[src/rtl/cpu_pipeline_ctrl.sv]
// Pipeline stall consumer: per-stage enables/bubbles plus EX/MEM/WB valid and write-register tracking.
// Optional statistics counters are built when CPU_PIPELINE_STATS_EN is defined.
`ifndef HAZARD_STALL_IF
  `define HAZARD_STALL_IF  0
`endif
`ifndef HAZARD_STALL_ID
  `define HAZARD_STALL_ID  1
`endif
`ifndef HAZARD_STALL_EX
  `define HAZARD_STALL_EX  2
`endif
`ifndef HAZARD_STALL_MEM
  `define HAZARD_STALL_MEM 3
`endif
`ifndef HAZARD_STALL_WB
  `define HAZARD_STALL_WB  4
`endif

module cpu_pipeline_ctrl #(
  parameter int COUNTER_WIDTH = 16
) (
  input  logic                     clk,
  input  logic                     clr,
  input  logic [4:0]               stalls,
  input  logic                     id_valid,
  input  logic [4:0]               reg_write_num_id,
  output logic [4:0]               stage_en,
  output logic [4:0]               bubble,
  output logic                     valid_ex,
  output logic                     valid_mem,
  output logic                     valid_wb,
  output logic [4:0]               reg_write_num_realtime_ex,
  output logic [4:0]               reg_write_num_realtime_mem,
  output logic [4:0]               reg_write_num_wb,
  output logic [COUNTER_WIDTH-1:0] stall_cycles,
  output logic [COUNTER_WIDTH-1:0] bubble_count,
  output logic [COUNTER_WIDTH-1:0] retired_count
);

  localparam int S_IF  = `HAZARD_STALL_IF;
  localparam int S_ID  = `HAZARD_STALL_ID;
  localparam int S_EX  = `HAZARD_STALL_EX;
  localparam int S_MEM = `HAZARD_STALL_MEM;
  localparam int S_WB  = `HAZARD_STALL_WB;

  logic hold_if, hold_id, hold_ex, hold_mem, hold_wb;

  // Slot state: p0 = EX, p1 = MEM, p2 = WB
  logic       vld_p0, vld_p1, vld_p2;
  logic [4:0] wnum_p0, wnum_p1, wnum_p2;

  // Hold propagates upstream so the most downstream stalled stage dominates
  always_comb begin
    hold_wb  = stalls[S_WB];
    hold_mem = stalls[S_MEM] | hold_wb;
    hold_ex  = stalls[S_EX]  | hold_mem;
    hold_id  = stalls[S_ID]  | hold_ex;
    hold_if  = stalls[S_IF]  | hold_id;

    stage_en        = '1;
    stage_en[S_IF]  = ~hold_if;
    stage_en[S_ID]  = ~hold_id;
    stage_en[S_EX]  = ~hold_ex;
    stage_en[S_MEM] = ~hold_mem;
    stage_en[S_WB]  = ~hold_wb;

    bubble          = '0;
    bubble[S_EX]    = hold_id  & ~hold_ex;
    bubble[S_MEM]   = hold_ex  & ~hold_mem;
    bubble[S_WB]    = hold_mem & ~hold_wb;
  end

  // Stage boundary ID -> EX -> MEM -> WB; invalid slots always carry wnum 0
  always_ff @(posedge clk) begin
    if (clr) begin
      vld_p0  <= 1'b0;
      vld_p1  <= 1'b0;
      vld_p2  <= 1'b0;
      wnum_p0 <= '0;
      wnum_p1 <= '0;
      wnum_p2 <= '0;
    end else begin
      if (!hold_ex) begin
        if (hold_id) begin
          vld_p0  <= 1'b0;
          wnum_p0 <= '0;
        end else begin
          vld_p0  <= id_valid;
          wnum_p0 <= id_valid ? reg_write_num_id : 5'd0;
        end
      end
      if (!hold_mem) begin
        if (hold_ex) begin
          vld_p1  <= 1'b0;
          wnum_p1 <= '0;
        end else begin
          vld_p1  <= vld_p0;
          wnum_p1 <= wnum_p0;
        end
      end
      if (!hold_wb) begin
        if (hold_mem) begin
          vld_p2  <= 1'b0;
          wnum_p2 <= '0;
        end else begin
          vld_p2  <= vld_p1;
          wnum_p2 <= wnum_p1;
        end
      end
    end
  end

  assign valid_ex                   = vld_p0;
  assign valid_mem                  = vld_p1;
  assign valid_wb                   = vld_p2;
  assign reg_write_num_realtime_ex  = wnum_p0;
  assign reg_write_num_realtime_mem = wnum_p1;
  assign reg_write_num_wb           = wnum_p2;

`ifdef CPU_PIPELINE_STATS_EN
  logic [COUNTER_WIDTH-1:0] stall_cnt, bubble_cnt, retire_cnt;

  function automatic logic [COUNTER_WIDTH-1:0] sat_inc(input logic [COUNTER_WIDTH-1:0] v);
    return (&v) ? v : v + COUNTER_WIDTH'(1);
  endfunction

  always_ff @(posedge clk) begin
    if (clr) begin
      stall_cnt  <= '0;
      bubble_cnt <= '0;
      retire_cnt <= '0;
    end else begin
      if (hold_id)             stall_cnt  <= sat_inc(stall_cnt);
      if (bubble[S_EX])        bubble_cnt <= sat_inc(bubble_cnt);
      if (vld_p2 && !hold_wb)  retire_cnt <= sat_inc(retire_cnt);
    end
  end

  assign stall_cycles  = stall_cnt;
  assign bubble_count  = bubble_cnt;
  assign retired_count = retire_cnt;
`else
  assign stall_cycles  = '0;
  assign bubble_count  = '0;
  assign retired_count = '0;
`endif

endmodule
[config.mk]
export PLATFORM = sky130hd
export DESIGN_NAME = cpu_pipeline_ctrl
export DESIGN_NICKNAME = d
export VERILOG_FILES = /design/src/rtl/cpu_pipeline_ctrl.sv
export SDC_FILE = /design/constraint.sdc
export NUM_CORES = 1
export LEC_CHECK = 0
export CAP_MARGIN = 10
export CORE_MARGIN = 2
export CORE_UTILIZATION = 30
export CTS_CLUSTER_DIAMETER = 120
export DETAILED_ROUTE_END_ITERATION = 10
export PLACE_DENSITY = 0.83
export SLEW_MARGIN = 20
export SYNTH_ARGS = -nofsm -noshare
export SYNTH_HDL_FRONTEND = slang
export SYNTH_SLANG_ARGS = --single-unit
[constraint.sdc]
create_clock -name clk -period 1.57 [get_ports clk]
set_clock_uncertainty 0.15 [all_clocks]
set_input_delay 0.314 -clock clk [delete_from_list [all_inputs] [get_ports clk]]
set_output_delay 0.314 -clock clk [all_outputs]
set_load 0.02 [all_outputs]
======== Word level (Yosys, flattened, before mapping) ========
Index checks and enable logic that the tools add are counted.
operators by class
  bitwise operators ....................... 12
  multiplexer cells ....................... 7
operator list
  operator       number
  $mux W5        4
  $not A1 Y1     5
  $or A1 B1 Y1   4
  $and A1 B1 Y1  3
  $mux W1        3
word-level totals
  input bits .............................. 13
  flip-flop bits (word level) ............. 18

======== Longest topological paths before layout ========
Gate-level depths: netlist of run 1.
  word-level depth ........................ 5
  mapped depth ............................ 4
  depth with buffers taken out ............ 3

======== Worst setup path after synthesis of run 1 ========
No wires, ideal clock.
  path kind ............................... input to output
  from .................................... input stalls[4]
  to ...................................... output stage_en[0]
  setup slack ............................. -196 ps
  arrival ................................. 1,302 ps
  path buffers ............................ 1
  cell stages on the path ................. 3
  cells stage by stage .................... or3_1 buf_6 nor3_1
between the ends
  cells in the longest elaborated chain, start to end .. 5
RTL lines
  item                line  text
  start: declaration  24    input logic [4:0] stalls,
  $or A1 B1 Y1        55    hold_mem = stalls[S_MEM] | hold_wb;
  $or A1 B1 Y1        56    hold_ex = stalls[S_EX] | hold_mem;
  $or A1 B1 Y1        57    hold_id = stalls[S_ID] | hold_ex;
  $or A1 B1 Y1        58    hold_if = stalls[S_IF] | hold_id;
  $not A1 Y1          61    stage_en[S_IF] = ~hold_if;
  end: declaration    27    output logic [4:0] stage_en,
No other way between the ends.

======== Worst setup path after layout of run 1 ========
  from .................................... input stalls[2]
  to ...................................... output bubble[2]
between the ends
  cells in the longest elaborated chain, start to end .. 3
  elaborated cells between the ends (all ways) .. 4
  classes of those cells .................. 4 x bitwise
RTL lines
  item                                               line    text
  $or A1 B1 Y1 *                                     56
  $or A1 B1 Y1 / $not A1 Y1 (equally long branches)  57, 68
  $and A1 B1 Y1 *                                    68      bubble[S_EX] = hold_id & ~hold_ex;
  end: declaration                                   28      output logic [4:0] bubble,
Mark *: on every way between the ends. The rest lies on a longest branch, timed or not.

==> impl_metrics.json, run 1 <==
{
  "finalCoreUtilization_pct": 38.6,
  "powerDensity_nw_per_um2": 706,
  "avgViaCountPerCell": 3.90,
  "ys_top_cells_by_count": "50 x buf_4, 18 x dfxtp_1, 12 x a21oi_1",
  "htree_num_levels": 1,
  "wl_per_cell_um": 10.1,
  "path_max_fanout": 4,
  "synth_cell_types": 22,
  "fillers": 412,
  "synthesis.area_um2": 1210,
  "p_total_uw": 1070,
  "numPortBuffers": 38,
  "placed_cell_area_um2": 1490,
  "grt_pass1_wl_um": 3590,
  "synth.most_common_cell": "buf_4",
  "setup_viol": 1,
  "clk_pin_slew_ns": 0.07,
  "synth-async-reset-ratio_pct": 0,
  "worstPathRequired_ns": 1.11,
  "areaGrowthSynthToFinish_pct": 25.8,
  "io_pins": 89,
  "synthFlopType": "dfxtp_1",
  "synth_cells": 139,
  "antenna_found_initial": 0,
  "critPathKind": "input pin to output port",
  "min_period_ns": 1.60,
  "dp_worst_setup_slack_ns": -0.940,
  "multi_input_area_um2": 628,
  "overflow": 0,
  "seqPwrFrac_pct": 42.9,
  "fp-row-count": 23,
  "p_sw_share_pct": 30.4,
  "route.detailed.drc": 0,
  "timing.final.crit_share_pct": 102,
  "synth_edf_count": 0,
  "netlist_top_cells_area": "buf_4 31%, dfxtp_1 30%, a21oi_1 5.0%",
  "maxSlewViolCount": 0,
  "intPower_uw": 747,
  "cts_sinks": 18,
  "core_area_um2": 3940,
  "dieArea_um2": 4550,
  "drt-pass1-iter-count": 4,
  "p_clk_share_pct": 35.6,
  "ant_nets": 0,
  "min_path_type": "flop to flop",
  "clk_latency_ns": 0.26,
  "routed_wl_um": 2340,
  "clk_path_buf_depth": 2,
  "rsz0062_at_grt": "yes",
  "n_antenna_cell": 0,
  "synth_top_cell_by_area": "buf_4",
  "start_util_pct": 30.7,
  "die_h_um": 67.5,
  "grt_max_degree": 21,
  "p_leak_uw": 0.000768,
  "design_area_um2": 1520,
  "endpoint_kind": "output port",
  "yosysTopAreaCellShare_pct": 31.1,
  "dp_hpwl_um": 1780,
  "synth_warnings": 0,
  "drv_cap": 0,
  "start_kind": "input pin",
  "drt_iter0_drc": 15,
  "root_buffer": "clkbuf_8",
  "ir_worst_vdd_mv": 0.276,
  "cts_tree": "yes",
  "fmax_mhz": 626,
  "synth-seq-cells": 18,
  "num_vias": 904,
  "die_x_um": 67.5,
  "numCtsBuffers": 3,
  "ys_seq_area_share_pct": 29.8,
  "drive_gt1_share_pct": 15.9,
  "grt_use_total_pct": 10.6,
  "status": "complete, but fails checks",
  "gp_congestion": 0.675,
  "hold_viol": 0,
  "cp_data_arrival_time_ns": 1.13,
  "grt_pass1_vias": 762,
  "setup_slack_ns": -0.0282,
  "register_area_um2": 360,
  "p_comb_share_pct": 21.5,
  "p_sw_uw": 326,
  "postCtsHoldBufs": 0,
  "syn_area_per_cell_um2": 8.70,
  "violations": "setup timing",
  "finalNetCount": 196
}
-- cells by family (layout without fill, tap and decap cells) --
family / after synthesis / after routing / synth area share, %
other cells: 1 / 50 / 0.310
mux: 6 / 6 / 4.97
simple gates: 37 / 37 / 22.8
buf+inv: 59 / 53 / 34.7
compound gates: 18 / 18 / 7.45
flops: 18 / 18 / 29.8
-- sequential cells by signal (all words and copies together), names as in the netlist --
| register | flops |
|---|---|
| valid_wb | 1 |
| reg_write_num_realtime_mem | 5 |
| reg_write_num_wb | 5 |
| reg_write_num_realtime_ex | 5 |
| valid_ex | 1 |
| valid_mem | 1 |
-- placed cells by master, fill, tap and decap left out, types with 5 or more instances in the layout --
master	instances
buf_2	5
or4bb_1	5
dfxtp_1	18
clkdlybuf4s50_1	8
conb_1	50
nand2_1	6
dlygate4sd2_1	22
or4b_1	6
nand2b_1	6
o21ai_0	6
mux2i_1	6
a21oi_1	12
buf_6	5
buf_4	7
-- area by class of cell --
cell class,count,share of cell area [%]
repair buffers,47,26.7
well taps,50,4.12
clock buffers,4,3.62
flip-flops and latches,18,23.7
inverters,2,0.494
multi-input cells,111,41.3
-- per-layer routing --
| metal | routed length (um) | global-route usage, % | up-vias |
|---|---|---|---|
| met2 | 1180 | 16.4 | 48 |
| met1 | 930 | 13.3 | 400 |
| met4 | 38 | 5.87 | 0 |
| li1 | - | - | 452 |
| met5 | 0 | 0 | - |
| met3 | 192 | 2.67 | 4 |
-- worst max-delay path, stage by stage --
cell and delay (ns):
buf_6 0.10, or3_4 0.41, inv_2 0.07, and2_4 0.13
buf_6 0.10
-- repair_timing --
| item | in CTS | in global routing |
|---|---|---|
| pin swaps | 2 | 2 |
| buffers inserted | 0 | 1 |
| gates resized for setup | 61 | 1 |
| cloned | 1 | 0 |
| setup endpoints to repair | 39 | 3 |
| endpoints found under the hold margin | 0 | 0 |
-- power by group through the flow --
stage                     Sequential [uW]  Combinational [uW]  Clock [uW]
after global routing                  460                 252         403
after detailed placement              471                 231           0
after global placement                471                 230           0
after CTS                             460                 228         390
after floorplan                       474                 250           0
final                                 460                 231         382
-- path summary, 6_finish.rpt --
check	startpoint	end	slack, ns	cells after the start
max	stalls[2]	bubble[2]	-0.03	5
min	reg_write_num_wb[2]	reg_write_num_wb[2]	0.31	2
max reg2reg	reg_write_num_realtime_ex[1]	reg_write_num_realtime_mem[1]	0.40	2
min reg2reg	reg_write_num_wb[2]	reg_write_num_wb[2]	0.31	2
-- metrics by stage --
step           std cells  TNS, ns  hold WS, ns
3_3_place_gp         226   -10.88        0.290
2_1_floorplan        188  -0.0398        0.348
5_1_grt              232   -0.105        0.332
6_report             232  -0.0282        0.311
3_5_place_dp         226   -10.75        0.303
4_1_cts              231  -0.0658        0.308
Power figures use the tool's default switching activity.
==> run 2, diff against run 1 <==
--- a/config.mk
+++ b/config.mk
@@ -10,6 +10,7 @@
 export CORE_UTILIZATION = 30
 export CTS_CLUSTER_DIAMETER = 120
 export DETAILED_ROUTE_END_ITERATION = 10
+export MAX_ROUTING_LAYER = met4
 export PLACE_DENSITY = 0.83
 export SLEW_MARGIN = 20
 export SYNTH_ARGS = -nofsm -noshare
==> impl_metrics.json, run 2 (synthesis gave the netlist of run 1 again) <==
{
  "min_path_type": "flop to flop",
  "hold_viol": 0,
  "critPathMaxStageDelay_ns": 0.41,
  "start_util_pct": 30.7,
  "overflow": 0,
  "numCtsBuffers": 3,
  "fillers": 412,
  "worst-path-stages": 5,
  "core_area_um2": 3940,
  "violations": "setup timing",
  "p_comb_share_pct": 21.5,
  "htree_num_levels": 1,
  "rsz0062_at_grt": "yes",
  "setup_slack_ns": -0.0282,
  "fin_hold_ws_ns": 0.311,
  "clk_latency_ns": 0.26,
  "ir_worst_vdd_mv": 0.276,
  "drv_cap": 0,
  "die_h_um": 67.5,
  "status": "complete, but fails checks",
  "avgViaCountPerCell": 3.90,
  "drt-pass1-iter-count": 4,
  "p_clk_share_pct": 35.7,
  "n_antenna_cell": 0,
  "fmax_mhz": 626,
  "cp_data_arrival_time_ns": 1.13,
  "wl_per_cell_um": 10.1,
  "r2r-end": "reg_write_num_realtime_mem[1]",
  "start_kind": "input pin",
  "areaGrowthSynthToFinish_pct": 25.8,
  "p_sw_uw": 328,
  "finalNetCount": 196,
  "multi_input_area_um2": 628,
  "path_common_cell": "buf_6",
  "powerDensity_nw_per_um2": 707,
  "crit-reg2reg-launch": "reg_write_num_realtime_ex[1]",
  "register_area_um2": 360,
  "path_buf_inv": 3,
  "intPower_uw": 747,
  "antenna_found_initial": 0,
  "crit_path_end": "bubble[2]",
  "dieArea_um2": 4550,
  "tns_ns": -0.0282,
  "placedCellCount": 226,
  "cts_tree": "yes",
  "num_vias": 904,
  "fp-row-count": 23,
  "clk_path_buf_depth": 2,
  "dp_hpwl_um": 1780,
  "numPortBuffers": 38,
  "root_buffer": "clkbuf_8",
  "final_cells": 232,
  "final_cell_mix": "50 x conb_1, 22 x dlygate4sd2_1, 18 x dfxtp_1",
  "setup_viol": 1,
  "drive_gt1_share_pct": 15.9,
  "design_area_um2": 1520,
  "r2r_setup_slack_ns": 0.40,
  "ff2ff_path_depth": 2,
  "path_max_fanout": 4,
  "ant_nets": 0,
  "crit_path_cell_trace": "buf_6 -> or3_4 -> inv_2 -> and2_4 -> buf_6",
  "grt_pass1_vias": 763,
  "gp_congestion": 0.682,
  "io_pins": 89,
  "min_period_ns": 1.60,
  "cts_sinks": 18,
  "layout.cells.most_common": "conb_1",
  "clk_pin_slew_ns": 0.07,
  "maxSlewViolCount": 0,
  "p_leak_uw": 0.000768,
  "grt_pass1_wl_um": 3590,
  "worstSetupStartpoint": "stalls[2]",
  "die_x_um": 67.5,
  "placed_cell_area_um2": 1490,
  "timing.final.crit_share_pct": 102,
  "p_sw_share_pct": 30.5,
  "worstPathRequired_ns": 1.11,
  "seqPwrFrac_pct": 42.9,
  "critPathKind": "input pin to output port",
  "routed_wl_um": 2340,
  "drt_iter0_drc": 25,
  "p_total_uw": 1070,
  "critPathTopFamily": "simple AND/OR/NAND/NOR gates",
  "endpoint_kind": "output port",
  "grt_use_total_pct": 10.9,
  "route.detailed.drc": 0,
  "grt_max_degree": 21,
  "slowest_stage": "or3_4"
}
-- run 2: cell counts in the layout (fill, tap and decap cells not counted) --
No cell type changed its count.
-- run 2: power by group through the flow --
stage	clock network (uW)	registers, uW	logic, uW
floorplan	0	474	250
global placement	0	471	230
detailed placement	0	471	231
CTS	390	460	228
global route	403	460	252
finish	383	460	231
-- run 2: worst min-delay path by stage --
| stage | start | end | cells past startpoint |
|---|---|---|---|
| floorplan | stalls[1] | reg_write_num_realtime_ex[0] | 2 |
| global placement | reg_write_num_wb[4] | reg_write_num_wb[4] | 2 |
| detailed placement | reg_write_num_wb[0] | reg_write_num_wb[0] | 2 |
| CTS | stalls[2] | reg_write_num_realtime_mem[2] | 4 |
| global route | reg_write_num_wb[0] | reg_write_num_wb[0] | 2 |
| finish | reg_write_num_wb[2] | reg_write_num_wb[2] | 2 |
-- run 2: cell type report --
class | instances | area share (%)
well taps | 50 | 4.12
flip-flops and latches | 18 | 23.7
inverters | 2 | 0.494
multi-input cells | 111 | 41.3
repair buffers | 47 | 26.7
clock buffers | 4 | 3.62
-- run 2: repair_timing --
| item | CTS | global route |
|---|---|---|
| pin swaps | 2 | 2 |
| gates cloned | 1 | 0 |
| gates resized for setup | 61 | 1 |
| endpoints found under the hold margin | 0 | 0 |
| setup endpoints to repair | 39 | 3 |
| hold buffers | 0 | 0 |
| setup buffers | 0 | 1 |
-- run 2: worst register-to-register path: stages, from the launching register on --
cell	delay [ns]
dfxtp_1	0.37
or4b_1	0.44
a21oi_1	0.14
-- run 2: routing by layer --
layer / track usage, % / routed length [um]
met1: 13.4 / 936
met2: 16.4 / 1180
met3: 2.50 / 189
met4: 5.87 / 38
met5: - / 0
-- run 2: through the flow --
step           setup slack (ns)  utilization (%)
2_1_floorplan           -0.0204                -
3_3_place_gp             -0.955             37.7
3_5_place_dp             -0.940             37.7
4_1_cts                 -0.0355             38.5
5_1_grt                 -0.0551             38.6
6_report                -0.0282             38.6
==> run 3, diff against run 2 <==
--- a/config.mk
+++ b/config.mk
@@ -6,7 +6,7 @@
 export NUM_CORES = 1
 export LEC_CHECK = 0
 export CAP_MARGIN = 10
-export CORE_MARGIN = 2
+export CORE_MARGIN = 1.5
 export CORE_UTILIZATION = 30
 export CTS_CLUSTER_DIAMETER = 120
 export DETAILED_ROUTE_END_ITERATION = 10
==> impl_metrics.json, run 3 (synthesis gave the netlist of run 1 again) <==
{
  "p_total_uw": 1050,
  "start_kind": "input pin",
  "areaGrowthSynthToFinish_pct": 24.7,
  "fmax_mhz": 630,
  "ir_worst_vdd_mv": 0.427,
  "top_usage_layer": "met2",
  "clk_pin_slew_ns": 0.07,
  "worstSetupStartpoint": "stalls[2]",
  "powerDensity_nw_per_um2": 699,
  "maxSlewViolCount": 0,
  "n_antenna_cell": 0,
  "cts_tree": "yes",
  "die_x_um": 66.5,
  "design_area_um2": 1510,
  "root_buffer": "clkbuf_8",
  "postCtsHoldBufs": 0,
  "post_cts_buffers": 0,
  "p_leak_uw": 0.000760,
  "numPortBuffers": 38,
  "endpoint_kind": "output port",
  "dieArea_um2": 4420,
  "drt-pass1-iter-count": 4,
  "numCtsBuffers": 3,
  "routed_wl_um": 2220,
  "holdPathEnd": "reg_write_num_wb[4]",
  "die_h_um": 66.5,
  "hold_viol": 0,
  "finalNetCount": 195,
  "cp_data_arrival_time_ns": 1.12,
  "status": "complete, but fails checks",
  "crit-reg2reg-launch": "reg_write_num_realtime_ex[1]",
  "placed_cell_area_um2": 1480,
  "tns_ns": -0.0181,
  "htree_num_levels": 1,
  "ff2ff_path_depth": 2,
  "grt_pass1_wl_um": 3440,
  "start_util_pct": 32.1,
  "route.detailed.drc": 0,
  "core_area_um2": 3770,
  "num_vias": 878,
  "min_path_type": "flop to flop",
  "r2r-end": "reg_write_num_realtime_mem[1]",
  "drt_iter0_drc": 40,
  "fp-row-count": 22,
  "path_common_cell": "buf_6",
  "r2r_setup_slack_ns": 0.37,
  "drv_cap": 0,
  "critPathKind": "input pin to output port",
  "layout.cells.most_common": "conb_1",
  "violations": "setup timing",
  "critPathTopFamily": "simple AND/OR/NAND/NOR gates",
  "antenna_found_initial": 0,
  "drive_gt1_share_pct": 15.5,
  "dp_hpwl_um": 1710,
  "setup_slack_ns": -0.0181,
  "ant_nets": 0,
  "path_buf_inv": 3,
  "clk_latency_ns": 0.25,
  "io_pins": 89,
  "met3_usage_pct": 3.89,
  "cts_sinks": 18,
  "fin_hold_ws_ns": 0.298,
  "crit_path_cell_trace": "buf_6 -> or3_4 -> inv_2 -> and2_4 -> buf_6",
  "slowest_stage": "or3_4",
  "gp_congestion": 0.667,
  "overflow": 0,
  "use_met1_pct": 12.1,
  "min_period_ns": 1.59,
  "path_max_fanout": 4,
  "worstPathRequired_ns": 1.11,
  "timing.final.crit_share_pct": 101,
  "hold_depth": 2,
  "avgViaCountPerCell": 3.83,
  "wl_per_cell_um": 9.69,
  "hp-start": "reg_write_num_wb[4]",
  "rsz0062_at_grt": "yes",
  "grt_pass1_vias": 704,
  "grt_use_total_pct": 10.2,
  "critPathMaxStageDelay_ns": 0.41,
  "grt_max_degree": 21,
  "met2_usage_pct": 17.4,
  "final_cell_mix": "50 x conb_1, 21 x dlygate4sd2_1, 18 x dfxtp_1",
  "setup_viol": 1,
  "clk_path_buf_depth": 2
}
==> run 3: changes by cell type in the layout (fill, tap and decap cells not counted) <==
cell,delta
clkdlybuf4s15_1,+1
dlygate4sd2_1,-1
buf_6,-1
==> run 3: where the power goes <==
group          internal (uW)  switching (uW)  total, uW
logic                   62.5             164        227
registers                459            1.81        461
clock network            222             144        367
total                    744             310       1050
==> run 3: how the worst max path moves through the flow <==
| stage | end | slack [ns] | cells after the start |
|---|---|---|---|
| 3_5_place_dp | bubble[2] | -0.92 | 5 |
| 5_1_grt | bubble[2] | -0.06 | 5 |
| 6_report | bubble[2] | -0.02 | 5 |
| 4_1_cts | stage_en[0] | -0.03 | 4 |
| 2_1_floorplan | bubble[2] | -0.02 | 4 |
| 3_3_place_gp | bubble[2] | -0.91 | 5 |
==> run 3: routing by layer <==
| layer | routed length (um) | vias up |
|---|---|---|
| met5 | 0 | - |
| met3 | 183 | 0 |
| met2 | 1070 | 48 |
| met1 | 964 | 379 |
| li1 | - | 451 |
| met4 | 0 | 0 |
==> run 3: layout make-up <==
| cell class | instances | area [um^2] |
|---|---|---|
| Fill cell | 415 | 2260 |
| Multi-Input combinational cell | 111 | 628 |
| Timing Repair Buffer | 46 | 397 |
| Sequential cell | 18 | 360 |
| Tap cell | 48 | 60.1 |
| Clock buffer | 4 | 55.1 |
| Inverter | 2 | 7.51 |
==> run 3: repair_timing <==
| item | CTS | global route |
|---|---|---|
| gates cloned | 1 | 0 |
| resized for setup | 60 | 2 |
| pin swaps | 2 | 2 |
| endpoints found under the setup margin | 36 | 3 |
==> run 3: stage by stage <==
step,utilization (%),std cells,worst slack (ns)
final,40.0,229,-0.0181
after global routing,40.0,229,-0.0551
after CTS,40.0,229,-0.0321
after detailed placement,39.3,224,-0.916
after global placement,39.3,224,-0.912
after floorplan,-,188,-0.0204
==> run 3: worst register-to-register path: stages, from the launching register on <==
cell and delay [ns]:
dfxtp_1 0.36, or4b_1 0.45, a21oi_1 0.17
